$ cat config.mk
export PLATFORM = sky130hd
export DESIGN_NAME = fp32_accumulator
export DESIGN_NICKNAME = d
export VERILOG_FILES = /design/src/rtl/fp_pkg.sv /design/src/rtl/add_sub.sv /design/src/rtl/fp32_accumulator.sv
export SDC_FILE = /design/constraint.sdc
export NUM_CORES = 1
export LEC_CHECK = 0
export BUFFER_PORTS_ARGS = -buffer_cell sky130_fd_sc_hd__clkbuf_2
export CELL_PAD_IN_SITES_DETAIL_PLACEMENT = 0
export CELL_PAD_IN_SITES_GLOBAL_PLACEMENT = 1
export CORE_MARGIN = 10
export CORE_UTILIZATION = 35
export CTS_CLUSTER_SIZE = 24
export DETAILED_ROUTE_END_ITERATION = 10
export PLACE_DENSITY_LB_ADDON = 0.12
export SYNTH_ARGS = -nofsm -noshare
export SYNTH_HDL_FRONTEND = slang
export SYNTH_HIERARCHICAL = 1
export SYNTH_SLANG_ARGS = --single-unit
$ cat constraint.sdc
create_clock -name clk -period 16.4 [get_ports clk]
set_input_delay 4.92 -clock clk [delete_from_list [all_inputs] [get_ports clk]]
set_output_delay 4.92 -clock clk [all_outputs]
set_load 0.02 [all_outputs]
$ cat src/rtl/fp_pkg.sv
// rtl/fp_pkg.sv - shared FP32 constants, exception bit positions and accumulator state type
package fp_pkg;
    localparam int FP32_W = 32;
    localparam int EXC_W  = 5;

    localparam logic [2:0] RM_RNE = 3'b000;
    localparam logic [2:0] RM_RTZ = 3'b001;
    localparam logic [2:0] RM_RDN = 3'b010;
    localparam logic [2:0] RM_RUP = 3'b011;
    localparam logic [2:0] RM_RMM = 3'b100;

    // exception vector bit positions: invalid, div-by-zero, overflow, underflow, inexact
    localparam int EXC_NV = 4;
    localparam int EXC_DZ = 3;
    localparam int EXC_OF = 2;
    localparam int EXC_UF = 1;
    localparam int EXC_NX = 0;

    localparam logic [FP32_W-1:0] FP32_POS_ZERO = 32'h0000_0000;
    localparam logic [FP32_W-1:0] FP32_POS_INF  = 32'h7f80_0000;
    localparam logic [FP32_W-1:0] FP32_QNAN     = 32'h7fc0_0000;

    typedef enum logic [1:0] {
        IDLE  = 2'd0,
        ACCUM = 2'd1,
        DONE  = 2'd2
    } acc_state_t;
endpackage

$ cat src/rtl/add_sub.sv
// rtl/add_sub.sv - combinational FP32 adder/subtractor with IEEE rounding modes and exception flags
module add_sub
    import fp_pkg::*;
(
    input  logic [FP32_W-1:0] in_x,
    input  logic [FP32_W-1:0] in_y,
    input  logic              operation,
    input  logic [2:0]        round_mode,
    output logic [FP32_W-1:0] out_z,
    output logic [EXC_W-1:0]  exceptions
);
    logic        sy_eff, sa, sb, eff_sub, swap;
    logic        x_nan, y_nan, x_inf, y_inf;
    logic [7:0]  ea_f, eb_f;
    logic [22:0] fa, fb;
    logic [8:0]  ea, eb, d;
    logic [26:0] a_ext, b_ext, b_sh, n;
    logic [27:0] sum;
    logic [4:0]  lz, sh;
    logic [9:0]  e_r, e_f;
    logic        lsb, rb, st, inexact, up, to_max;
    logic [24:0] mant_r;

    always_comb begin
        b_sh       = '0;
        n          = '0;
        e_r        = '0;
        sh         = '0;
        up         = 1'b0;
        exceptions = '0;

        sy_eff = in_y[31] ^ operation;
        x_nan  = (in_x[30:23] == 8'hff) && (in_x[22:0] != 23'd0);
        y_nan  = (in_y[30:23] == 8'hff) && (in_y[22:0] != 23'd0);
        x_inf  = (in_x[30:23] == 8'hff) && (in_x[22:0] == 23'd0);
        y_inf  = (in_y[30:23] == 8'hff) && (in_y[22:0] == 23'd0);

        // operand a always has the larger magnitude, so the difference never goes negative
        swap = in_y[30:0] > in_x[30:0];
        {sa, ea_f, fa} = swap ? {sy_eff, in_y[30:0]} : in_x;
        {sb, eb_f, fb} = swap ? in_x : {sy_eff, in_y[30:0]};
        eff_sub = sa ^ sb;

        ea    = (ea_f == 8'd0) ? 9'd1 : {1'b0, ea_f};
        eb    = (eb_f == 8'd0) ? 9'd1 : {1'b0, eb_f};
        a_ext = {(ea_f != 8'd0), fa, 3'b000};
        b_ext = {(eb_f != 8'd0), fb, 3'b000};
        d     = ea - eb;

        if (d >= 9'd27)
            b_sh = {26'd0, |b_ext};
        else
            b_sh = (b_ext >> d) | {26'd0, |(b_ext & ((27'd1 << d) - 27'd1))};

        sum = eff_sub ? ({1'b0, a_ext} - {1'b0, b_sh}) : ({1'b0, a_ext} + {1'b0, b_sh});

        lz = 5'd27;
        for (int i = 0; i < 27; i++)
            if (sum[i]) lz = 5'(26 - i);

        // left shift is capped so results below the normal range come out subnormal
        if (sum[27]) begin
            n   = {sum[27:2], |sum[1:0]};
            e_r = {1'b0, ea} + 10'd1;
        end else begin
            sh  = ({4'd0, lz} < ea) ? lz : 5'(ea - 9'd1);
            n   = sum[26:0] << sh;
            e_r = {1'b0, ea} - {5'd0, sh};
        end

        lsb     = n[3];
        rb      = n[2];
        st      = |n[1:0];
        inexact = |n[2:0];
        case (round_mode)
            RM_RTZ:  up = 1'b0;
            RM_RDN:  up = inexact & sa;
            RM_RUP:  up = inexact & ~sa;
            RM_RMM:  up = rb;
            default: up = rb & (st | lsb);
        endcase

        mant_r = {1'b0, n[26:3]} + {24'd0, up};
        e_f    = mant_r[24] ? (e_r + 10'd1) : (mant_r[23] ? e_r : 10'd0);
        to_max = (round_mode == RM_RTZ) || ((round_mode == RM_RDN) && !sa) ||
                 ((round_mode == RM_RUP) && sa);

        out_z = {sa, e_f[7:0], mant_r[22:0]};
        if (x_nan || y_nan || (x_inf && y_inf && (in_x[31] != sy_eff))) begin
            out_z              = FP32_QNAN;
            exceptions[EXC_NV] = 1'b1;
        end else if (x_inf) begin
            out_z = in_x;
        end else if (y_inf) begin
            out_z = {sy_eff, in_y[30:0]};
        end else if (sum == 28'd0) begin
            out_z = FP32_POS_ZERO | {(eff_sub ? (round_mode == RM_RDN) : sa), 31'd0};
        end else if (e_f >= 10'd255) begin
            exceptions[EXC_OF] = 1'b1;
            exceptions[EXC_NX] = 1'b1;
            out_z = to_max ? {sa, 31'h7f7f_ffff} : {sa, FP32_POS_INF[30:0]};
        end else begin
            exceptions[EXC_NX] = inexact;
            exceptions[EXC_UF] = inexact & ~n[26];
        end
        exceptions[EXC_DZ] = 1'b0;
    end
endmodule

$ cat src/rtl/fp32_accumulator.sv
// rtl/fp32_accumulator.sv - streaming FP32 reduction: folds each accepted operand into a running sum
module fp32_accumulator
    import fp_pkg::*;
#(
    parameter int CNT_W = 16
) (
    input  logic              clk,
    input  logic              rst,
    input  logic              in_valid,
    output logic              in_ready,
    input  logic [FP32_W-1:0] in_data,
    input  logic              in_sub,
    input  logic              in_last,
    input  logic [2:0]        round_mode,
    output logic              out_valid,
    input  logic              out_ready,
    output logic [FP32_W-1:0] out_z,
    output logic [EXC_W-1:0]  out_exceptions,
    output logic [CNT_W-1:0]  out_count
);
    acc_state_t        state;
    logic [FP32_W-1:0] acc, acc_next, add_z, res_z;
    logic [EXC_W-1:0]  exc, exc_next, add_exc, res_exc;
    logic [CNT_W-1:0]  count, count_next, res_count;
    logic [2:0]        rm_q;
    logic              accept;

    add_sub u_add_sub (
        .in_x       (acc),
        .in_y       (in_data),
        .operation  (in_sub),
        .round_mode (rm_q),
        .out_z      (add_z),
        .exceptions (add_exc)
    );

    assign in_ready       = (state != DONE);
    assign out_valid      = (state == DONE);
    assign accept         = in_valid && in_ready;
    assign out_z          = res_z;
    assign out_exceptions = res_exc;
    assign out_count      = res_count;

    // first beat bypasses the adder so a lone element is passed through exactly
    always_comb begin
        acc_next   = add_z;
        exc_next   = exc | add_exc;
        count_next = (count == {CNT_W{1'b1}}) ? count : count + CNT_W'(1);
        if (state == IDLE) begin
            acc_next   = {in_data[31] ^ in_sub, in_data[30:0]};
            exc_next   = '0;
            count_next = CNT_W'(1);
        end
    end

    always_ff @(posedge clk or posedge rst) begin
        if (rst) begin
            state     <= IDLE;
            acc       <= FP32_POS_ZERO;
            exc       <= '0;
            count     <= '0;
            rm_q      <= RM_RNE;
            res_z     <= FP32_POS_ZERO;
            res_exc   <= '0;
            res_count <= '0;
        end else begin
            case (state)
                IDLE, ACCUM: begin
                    if (accept) begin
                        acc   <= acc_next;
                        exc   <= exc_next;
                        count <= count_next;
                        if (state == IDLE)
                            rm_q <= round_mode;
                        if (in_last) begin
                            state     <= DONE;
                            res_z     <= acc_next;
                            res_exc   <= exc_next;
                            res_count <= count_next;
                        end else begin
                            state <= ACCUM;
                        end
                    end
                end
                DONE: begin
                    if (out_ready)
                        state <= IDLE;
                end
                default: state <= IDLE;
            endcase
        end
    end
endmodule

==> flow_metrics.tcl <==
set metrics [dict create \
    outcome "complete, but fails checks" \
    violations "setup timing" \
    yosysWarnings 6 \
    drive_above_1_share_pct 38.0 \
    dr.pass1.iters 5 \
    port_buffers 95 \
    path_class "input port to flip-flop" \
    ant_nets 0 \
    maxCapViolations 0 \
    grt_max_degree 79 \
    synth_edf_count 0 \
    worstMarginPinSlew_ns 0.892 \
    crit_path_top_delay_cell "or4_4" \
    nets 3738 \
    finalSetupViolCount 68 \
    vias 25657 \
    drtIter0Drc 2736 \
    dieArea_um2 63300 \
    synth_cell_types 123 \
    cpLargestDelayFamily "compound AO/OA/AOI/OAI gates" \
    cts_tree "done" \
    worst_skew_pair.late_latency_ns 0.36 \
    slew_viol_final 0 \
    fillers 5115 \
    cts_made_buffers 9 \
    antenna_cells 0 \
    avgSynthCellArea_um2 6.94 \
    timing.final.ws_setup_ns -2.51 \
    avgViaCountPerCell 5.99 \
    root_buffer "clkbuf_16" \
    coreArea_um2 52900 \
    num_rows 84 \
    cts.sinks 111 \
    dp_hpwl_um 85600 \
    netlist_area_um2 18800 \
    crit_top_cell "buf_4" \
    syn_nets 2851 \
    synth_ff_type "dfrtp_1" \
    cts_htree_levels 3 \
    rsz0062_at_grt "yes" \
    reg2reg_slack_ns 1.25 \
    fmax_mhz 52.9 \
    start_util_pct 35.5 \
    routed_wl_um 104000 \
    place_congestion 0.994 \
    period_share_pct 115 \
    clkSlewWorstSetupHoldPaths_ns 0.08 \
    grt_overflow 0 \
    ys_ff_latch 111 \
    async_flop_share_pct 100 \
    ys_seq_area_share_pct 14.8 \
    skew_ns 0.0120 \
    ios 96 \
    critPathMaxStageDelay_ns 0.59 \
    area_growth_pct 52.9 \
    end_kind "flip-flop" \
    cp-start-kind "input port" \
    hold_path_class "flip-flop to flip-flop" \
    layout_min_cycle_time_ns 18.91 \
    drc 0 \
    hold_viol 0 \
    cp.required_ns 16.62 \
    antenna_found_initial 1 \
    netlist_instances 2704 \
    timing.hold.ws_ns 0.481 \
    cp_max_fo 6 \
    dieWidth_um 252 \
    fp.dieH_um 252 \
    grt_pass1_vias 25050 \
    clk_path_buf_depth 2 \
    wl_per_cell_um 24.3 \
    slew_headroom_pct 39.9 \
    critical_path_arrival_ns 19.13 \
    critPathBufInv 14 \
    grt_pass1_wl_um 155000 \
    cts_hold_buf 0 \
    grt_usage_pct 31.4 \
]
## metal layers
layer  share of wire (%)  wire (µm)  global-route usage [%]  vias up
met3                 6.5       6730                    4.12      194
met4                 4.0       4200                    11.7        0
li1                    -          -                       -    11894
met2                  47      48500                    52.5     1080
met5                   0          0                       0        -
met1                  43      44700                    40.7    12489
## cells in the mapped netlist (10+ instances only)
| cell type | n | share of area (%) |
|---|---|---|
| a2111oi_0 | 13 | 0.61 |
| a211o_1 | 16 | 0.75 |
| or2_2 | 13 | 0.43 |
| o31ai_1 | 29 | 1.2 |
| nand2b_1 | 17 | 0.57 |
| dfrtp_1 | 111 | 15 |
| a22oi_1 | 10 | 0.40 |
| o32a_1 | 14 | 0.75 |
| buf_2 | 40 | 1.1 |
| a311oi_1 | 10 | 0.47 |
| nor2b_1 | 18 | 0.60 |
| o21ai_0 | 252 | 6.7 |
| or4_1 | 11 | 0.44 |
| nor4_1 | 35 | 1.2 |
| xnor2_1 | 35 | 1.6 |
| nand4_1 | 46 | 1.5 |
| or3_1 | 23 | 0.77 |
| a21o_1 | 36 | 1.4 |
| o21a_1 | 16 | 0.64 |
| o22ai_1 | 23 | 0.77 |
| o21bai_1 | 15 | 0.60 |
| buf_1 | 16 | 0.32 |
| nand3_1 | 80 | 2.1 |
| and4_1 | 15 | 0.70 |
| inv_1 | 122 | 2.4 |
| ha_1 | 103 | 6.9 |
| o211a_1 | 14 | 0.75 |
| a21oi_1 | 187 | 5.0 |
| clkbuf_1 | 106 | 2.1 |
| and2_1 | 31 | 1.0 |
| mux2_2 | 18 | 1.1 |
| nor3_1 | 96 | 2.6 |
| xor2_1 | 29 | 1.4 |
| mux2i_1 | 98 | 5.2 |
| o21ai_1 | 33 | 0.88 |
| o211ai_1 | 39 | 1.6 |
| and3_1 | 33 | 1.1 |
| nand2_1 | 341 | 6.8 |
| a31oi_1 | 34 | 1.1 |
| a211oi_1 | 53 | 2.1 |
| nor2_1 | 227 | 4.5 |
## worst register-to-register path, delay by kind of cell (launching register included)
family,cells,cell delay [ns]
buf+inv,13,1.80
flops,1,0.65
xor+xnor,1,0.09
fa+ha+maj,8,2.25
compound gates,28,5.44
simple gates,26,4.50
mux,1,0.26
## cell usage in the layout (no fill, tap or decap), types with 14 or more instances in the layout
cell,n
nand4_1,46
nor2_1,217
mux2i_1,87
xor2_1,26
or3_1,20
and2_1,26
o32a_1,14
and3_1,29
nor2b_1,14
buf_12,15
a21o_1,36
xnor2_1,30
o22ai_1,20
nand2b_1,14
a211oi_1,45
o31ai_1,21
o21ai_0,170
o21ai_2,25
clkbuf_2,91
o21bai_1,14
o211a_1,14
ha_1,93
dfrtp_1,111
buf_4,924
inv_1,117
nor3_1,89
a21oi_1,175
a31oi_1,32
nand3_1,72
o21a_1,16
nand2_1,333
o211ai_1,39
mux2_2,15
o21ai_1,83
nor4_1,32
## what timing repair did
item                                    CTS  global route
resized for setup                       108            91
buffers inserted                         34            15
pin swaps                                63            50
cloned                                    3             3
endpoints found under the setup margin   68            68
## cell type report
class | count | area (µm²) | area share (%)
clock inverter | 5 | 58.8 | 0.205
multi-input combinational | 2292 | 16300 | 56.8
inverter | 129 | 492 | 1.71
timing repair buffer | 1048 | 7990 | 27.8
sequential | 111 | 2780 | 9.68
clock buffer | 11 | 233 | 0.811
tap | 688 | 861 | 3.00
## per-stage QoR
stage	instance area, µm²	setup TNS (ns)	std cells	worst slack (ns)	utilization (%)
final	28700	-161.17	4284	-2.51	54.3
after global routing	28700	-202.65	4284	-3.10	54.3
after CTS	28100	-140.44	4268	-2.15	53.2
after detailed placement	27000	-206.08	4215	-3.19	51.1
after global placement	27000	-187.78	4215	-2.93	51.1
after floorplan	19700	-204.12	2704	-3.07	-
## path summary, 6_finish.rpt
kind / start / end / cells past startpoint
worst max-delay path: in_data[26] / out_z[17] / 77
worst min-delay path: out_count[1] / out_count[1] / 2
worst max register to register: acc[25] / out_z[17] / 77
worst min register to register: out_count[1] / out_count[1] / 2
max in group asynchronous: rst / count[3] / 3
min in group asynchronous: rst / out_z[20] / 2
## cells by family after synthesis
family | share of synthesized area [%]
XOR/XNOR | 2.99
multiplexers | 6.90
adder cells (fa/ha/maj) | 7.40
buffers and inverters | 6.49
other | 0.0200
flip-flops | 14.8
AO/OA/AOI/OAI | 34.1
AND/OR/NAND/NOR | 27.3
## sequential cells by signal, indices dropped and copies added, names as in the netlist
| register | flops |
|---|---|
| state | 2 |
| count | 16 |
| out_exceptions | 5 |
| out_count | 16 |
| exc | 5 |
| out_z | 32 |
| rm_q | 3 |
| acc | 32 |
Power is left out: the tool's default activity adds up to more than one toggle a clock period on the data nets, which glitch-free logic cannot reach.
